===== src/rtl/wb_arbiter.sv =====
// Two-master, one-slave round-robin arbiter for the 8-bit register bus.
// Each grant covers exactly one transfer; a silent slave is aborted after TIMEOUT cycles.
module wb_arbiter #(
  parameter int TIMEOUT = 15,
  parameter int CNT_W   = 4
) (
  input  logic       clk_i,
  input  logic       rst_i,
  input  logic       m0_stb_i,
  input  logic       m0_we_i,
  input  logic [7:0] m0_adr_i,
  input  logic [7:0] m0_dat_i,
  output logic [7:0] m0_dat_o,
  output logic       m0_ack_o,
  output logic       m0_err_o,
  input  logic       m1_stb_i,
  input  logic       m1_we_i,
  input  logic [7:0] m1_adr_i,
  input  logic [7:0] m1_dat_i,
  output logic [7:0] m1_dat_o,
  output logic       m1_ack_o,
  output logic       m1_err_o,
  output logic       s_stb_o,
  output logic       s_we_o,
  output logic [7:0] s_adr_o,
  output logic [7:0] s_dat_o,
  input  logic [7:0] s_dat_i,
  input  logic       s_ack_i,
  output logic [1:0] gnt_o
);

  typedef enum logic [1:0] {IDLE, XFER, RESP} state_t;

  localparam logic [CNT_W-1:0] CNT_LAST = CNT_W'(TIMEOUT - 1);

  state_t           state, state_d;
  logic             last_gnt, last_gnt_d;
  logic [CNT_W-1:0] cnt, cnt_d;
  logic [7:0]       rdata, rdata_d;
  logic             stb_d, we_d;
  logic [7:0]       adr_d, dat_d;
  logic [1:0]       gnt_d;
  logic             ack0_d, ack1_d, err0_d, err1_d;
  logic             sel;

  always_ff @(posedge clk_i) begin
    if (rst_i) begin
      state    <= IDLE;
      last_gnt <= 1'b1;
      cnt      <= '0;
      rdata    <= '0;
      s_stb_o  <= 1'b0;
      s_we_o   <= 1'b0;
      s_adr_o  <= '0;
      s_dat_o  <= '0;
      gnt_o    <= '0;
      m0_ack_o <= 1'b0;
      m1_ack_o <= 1'b0;
      m0_err_o <= 1'b0;
      m1_err_o <= 1'b0;
    end else begin
      state    <= state_d;
      last_gnt <= last_gnt_d;
      cnt      <= cnt_d;
      rdata    <= rdata_d;
      s_stb_o  <= stb_d;
      s_we_o   <= we_d;
      s_adr_o  <= adr_d;
      s_dat_o  <= dat_d;
      gnt_o    <= gnt_d;
      m0_ack_o <= ack0_d;
      m1_ack_o <= ack1_d;
      m0_err_o <= err0_d;
      m1_err_o <= err1_d;
    end
  end

  // Both masters share one read-data register; only the granted one qualifies it.
  assign m0_dat_o = rdata;
  assign m1_dat_o = rdata;

  always_comb begin
    state_d    = state;
    last_gnt_d = last_gnt;
    cnt_d      = cnt;
    rdata_d    = rdata;
    stb_d      = s_stb_o;
    we_d       = s_we_o;
    adr_d      = s_adr_o;
    dat_d      = s_dat_o;
    gnt_d      = gnt_o;
    ack0_d     = 1'b0;
    ack1_d     = 1'b0;
    err0_d     = 1'b0;
    err1_d     = 1'b0;
    sel        = 1'b0;

    case (state)
      IDLE: begin
        if (m0_stb_i || m1_stb_i) begin
          // On a tie the master that was not served last wins.
          sel     = (m0_stb_i && m1_stb_i) ? ~last_gnt : m1_stb_i;
          we_d    = sel ? m1_we_i  : m0_we_i;
          adr_d   = sel ? m1_adr_i : m0_adr_i;
          dat_d   = sel ? m1_dat_i : m0_dat_i;
          gnt_d   = sel ? 2'b10 : 2'b01;
          stb_d   = 1'b1;
          cnt_d   = '0;
          state_d = XFER;
        end
      end

      XFER: begin
        if (s_ack_i) begin
          rdata_d = s_dat_i;
          stb_d   = 1'b0;
          ack0_d  = gnt_o[0];
          ack1_d  = gnt_o[1];
          state_d = RESP;
        end else if (cnt == CNT_LAST) begin
          rdata_d = 8'hFF;
          stb_d   = 1'b0;
          err0_d  = gnt_o[0];
          err1_d  = gnt_o[1];
          state_d = RESP;
        end else begin
          cnt_d = cnt + 1'b1;
        end
      end

      RESP: begin
        last_gnt_d = gnt_o[1];
        gnt_d      = 2'b00;
        state_d    = IDLE;
      end

      default: state_d = IDLE;
    endcase
  end

endmodule


===== config.mk =====
export PLATFORM = sky130hd
export DESIGN_NAME = wb_arbiter
export DESIGN_NICKNAME = d
export VERILOG_FILES = /design/src/rtl/wb_arbiter.sv
export SDC_FILE = /design/constraint.sdc
export NUM_CORES = 1
export LEC_CHECK = 0
export CORE_MARGIN = 5
export CORE_UTILIZATION = 36
export CTS_CLUSTER_SIZE = 30
export DETAILED_ROUTE_END_ITERATION = 7
export PLACE_DENSITY = 0.76
export SLEW_MARGIN = 20
export SYNTH_ARGS = -nofsm -noshare
export SYNTH_HDL_FRONTEND = slang
export SYNTH_SLANG_ARGS = --single-unit

===== constraint.sdc =====
create_clock -name clk_i -period 1.4 [get_ports clk_i]
set_input_delay 0.35 -clock clk_i [delete_from_list [all_inputs] [get_ports clk_i]]
set_output_delay 0.35 -clock clk_i [all_outputs]
set_load 0.02 [all_outputs]

# After elaboration in Yosys (flattened, before gate mapping)
# Cells that the tools add are included.
# totals
out_inout_bits,40
input_bits,47
elab_cells,60
register_bits,39
# op_classes
muxes,21
eq_ne,7
bitwise,4
add_sub_neg,1
n_reduce_logical,14
# op_table
cell,n
$mux 8,4
$mux 4,3
$mux 2,5
$pmux 2 s2,2
$pmux 4 s2,1
$reduce_and 2->1,4
$ne 2x2->1 const B,3
$reduce_bool 2->1,3
$mux 1,5
$add 4x1->4 const B,1
$eq 4x4->1 const B,1
$not 1->1,4
$reduce_and 4->1,1
$reduce_or 4->1,1
$ne 3x3->1 const B,1
$reduce_and 3->1,1
$reduce_or 3->1,1
$eq 2x1->1 const B,1
$eq 2x2->1 const B,1
$logic_not 2->1,1
$pmux 1 s2,1
$logic_and 1x1->1,1
$logic_or 1x1->1,1

# Longest topological paths before layout
# depth
ltp_word,5
depth_mapped,5
ltp_nobuf,5

# Worst setup path before layout
# No wires, ideal clock.
# synth_path
path_type,flip-flop to flip-flop
from,reg cnt[0]
to,reg rdata[0] (netlist: m0_dat_o[0])
t_arrival_ns,1.366
stages_incl_launch_ff,6
path_buffers,0
period_less_slack_ns,1.485
setup_time_ns,0.119
path_slack_ns,-0.085
path_cell_list,dfxtp_1 -> inv_1 -> ha_1 -> a31oi_1 -> nor2_4 -> o221a_2
# synth_between
elab_chain_cells,3
# synth_lines
element,line_no,source
"start, declared",38,"logic [CNT_W-1:0] cnt, cnt_d;"
"start signal, assigned",64,cnt <= cnt_d;
$eq 4x4->1,120,end else if (cnt == CNT_LAST) begin
$reduce_bool 2->1 (no source line),-,
$reduce_and 2->1 (no source line),-,
"end signal, assigned",65,rdata <= rdata_d;
"end, declared",39,"logic [7:0] rdata, rdata_d;"
# No other way between the ends.
# A chain may end at the register's enable or synchronous reset.

# Worst setup path after layout
# layout_path
from,reg rdata[5] (netlist: m0_dat_o[5])
to,out m0_dat_o[5]
# layout_lines
element,line_no,source
"end, declared",13,"output logic [7:0] m0_dat_o,"
# No word-level cell between the ends.

==> key figures <==
STA
  – Least-Margin Pin Slew: around 310 ps
  – Max transition margin: 0.791
  – Count of final setup violators: 0
  – RSZ-0062 raised after global routing: false
  – Worst-case clock skew: about 2.4 ps
  – Final Max Tran Viols: 0
  – Crit path time final: 1350 ps
  – Final worst hold slack: between 400 and 500 ps
  – Final Hold Viols: 0
  – FMAX: 0.742 GHz
  – Fin crit share: 0.962

Flow run
  – Max cap viols: 0

Synthesis
  – Post-synth top area share: 0.447
  – Synth Instances: 195
  – EDFF count, synth: 0
  – Ys Warns: 0
  – Yosys cell types: 30
  – Top-count cell post-synth: dfxtp_1
  – Ranking of synthesized cells by area: dfxtp_1 (45%), a31oi_1 (6.8%), nand4_1 (6.4%)
  – Leading area contributor after synthesis: dfxtp_1
  – Post-synth top cells: dfxtp_1 (39), nand3_1 (21), a31oi_1 (19), o21ai_0 (19), nand4_1 (18)
  – Main synth FF type: dfxtp_1
  – Syn_nets: between 200 and 250
  – Flops & latches, synth: 39
  – Syn Std Cell Area: 1750 µm²
  – Ys async rst share: 0
  – Syn_area_per_cell: around 9 µm²
  – Sequential-to-total area share from yosys stat: 0.447

Detailed routing
  – Iter 0 DRT Violations: ~130
  – Final ANT Viol Nets: 0
  – Via/cell ratio: ~5.3
  – Via count: between 1,500 and 2,000
  – Avg WL per Cell: 14.8 µm
  – Routed WL: ~5.3 mm
  – DR pass1 iterations: 4
  – Residual DRC: 0

Power
  – Max VDD drop: 463 µV
  – Lkg Pwr: around 1.2 nW
  – Pwr Density: between 900 and 1000 nW/µm²
  – Total chip power: ~2.7 mW

Setup path
  – Crit path cell chain: dlygate4sd2_1
  – CP Class: reg -> out
  – Critical path's top delay family: flip-flops
  – Crit path required time: ~1100 ps
  – WP data arrival: 1000 ps
  – Endpoint class of the critical path: output port
  – Worst Path Buf+Inv: 1
  – Critical path's slowest cell: dfxtp_1
  – CP Max Fanout: 3
  – Crit-path max cell delay: ~360 ps
  – Critical path launch point type: flop

Clock network
  – Root buf cell: clkbuf_8
  – Max clock buf depth: 2
  – Clk sinks: 39
  – Clock Pin Slew Worst Setup and Hold Paths: around 70 ps
  – CTS tree: built
  – Later-pin clock latency in the skew report: 290 ps
  – CTS Hold Bufs: 0
  – Clock buffer count from CTS: 5
  – Post-CTS setup buffers: 0
  – H-tree Lvls: 2

Die
  – DIE AREA: ~6300 µm²
  – Top Ports: 87
  – Die H: roughly 80 µm
  – Total core area: around 4700 µm²
  – Initial Utilization: 0.370
  – Die W: 79.7 µm
  – # rows: 25

Layout
  – Fillers: roughly 450
  – Diodes inserted: 0
  – Non-filler cells, final: 360
  – Register area: roughly 780 µm²
  – Area of the multi-input gates: ~850 µm²
  – Share of layout cells above drive strength 1: 0.181
  – Layout Nets: 341
  – P&R area growth vs syn: 64.1%

Global routing
  – Number of global-route vias before repair: approximately 2,000
  – GR Overflow Total: 0
  – First-pass GRT wire length: around 9 mm
  – Initial antenna violation count: 0
  – Gr usage total: 0.177
  – Largest net degree at the start of global routing: 25

Outcome
  – Status: finished clean

Place
  – Count of input and output buffers: 86
  – Placed insts: around 350
  – Gpl congestion: approximately 0.83
  – Detail Placement HPWL: a little over 4 mm

Min path
  – HP Class: reg -> reg
worst paths after layout:
kind                                  start          end  slack, ps  depth (start not counted)
worst max-delay path            m0_dat_o[5]  m0_dat_o[5]         50                          1
worst max register to register       cnt[0]       cnt[1]         70                          5
worst min register to register   s_adr_o[1]   s_adr_o[1]        490                          2
worst min-delay path             s_adr_o[1]   s_adr_o[1]        490                          2
per-layer routing:
layer | global-route usage | up-vias | share of wire
met2 | 0.285 | 88 | 0.46
li1 | - | 928 | -
met5 | 0 | - | 0
met4 | 0.0447 | 0 | 0.014
met3 | 0.0643 | 7 | 0.095
met1 | 0.223 | 898 | 0.44
what timing repair did:
action,4_1_cts,5_1_grt
endpoints found under the setup margin,42,22
cloned,0,0
pin swaps,1,0
gates resized for setup,42,8
cells in the final DEF (no fill, tap or decap), types with 5 or more instances in the layout:
master           Yosys  layout
a31oi_1             19      18
clkbuf_8             0       5
nor2_1               8       8
buf_4                8      27
dfxtp_1             39      39
o21ai_0             19      19
nand3_1             21      21
o221a_2              9       9
dlygate4sd2_1        0      38
clkdlybuf4s50_1      0      43
nand4_1             18      18
kinds of logic (layout without fill, tap and decap cells):
family                     count (synthesis)  count (layout)  share of synthesized area
buffers and inverters                     28             126                     0.0909
AOI/OAI and AO/OA                         61              61                      0.244
adders and majority gates                  2               2                     0.0143
and+or+nand+nor                           65              65                      0.204
DFF                                       39              39                      0.447
stage by stage:
stage	area [µm²]	util	TNS [ps]	worst slack (ps)
global route	2870	0.607	0	0.986
CTS	2840	0.601	0	15.4
floorplan	1750	-	0	2.90
detailed placement	2790	0.592	-8220	-299
finish	2870	0.607	0	52.8
global placement	2790	0.592	-7200	-228
power by group:
group / internal [mW] / switching (mW)
logic: 0.362 / 0.367
clock network: 0.349 / 0.368
registers: 1.18 / 0.0417
area by class of cell:
| type | instances | area share |
|---|---|---|
| clock buffer | 7 | 0.0266 |
| clock inverter | 1 | 0.00174 |
| multi-input combinational | 128 | 0.296 |
| sequential | 39 | 0.272 |
| tap | 67 | 0.0292 |
| inverter | 3 | 0.00392 |
| timing repair buffer | 115 | 0.371 |
registers in the layout, indices dropped and copies added (netlist names):
signal,flops
m0_dat_o,8
m0_err_o,1
cnt,4
last_gnt,1
m0_ack_o,1
gnt_o,2
m1_err_o,1
state,2
m1_ack_o,1
s_adr_o,8
s_dat_o,8
s_stb_o,1
s_we_o,1
Note: power is estimated with default switching activity, not from simulation.
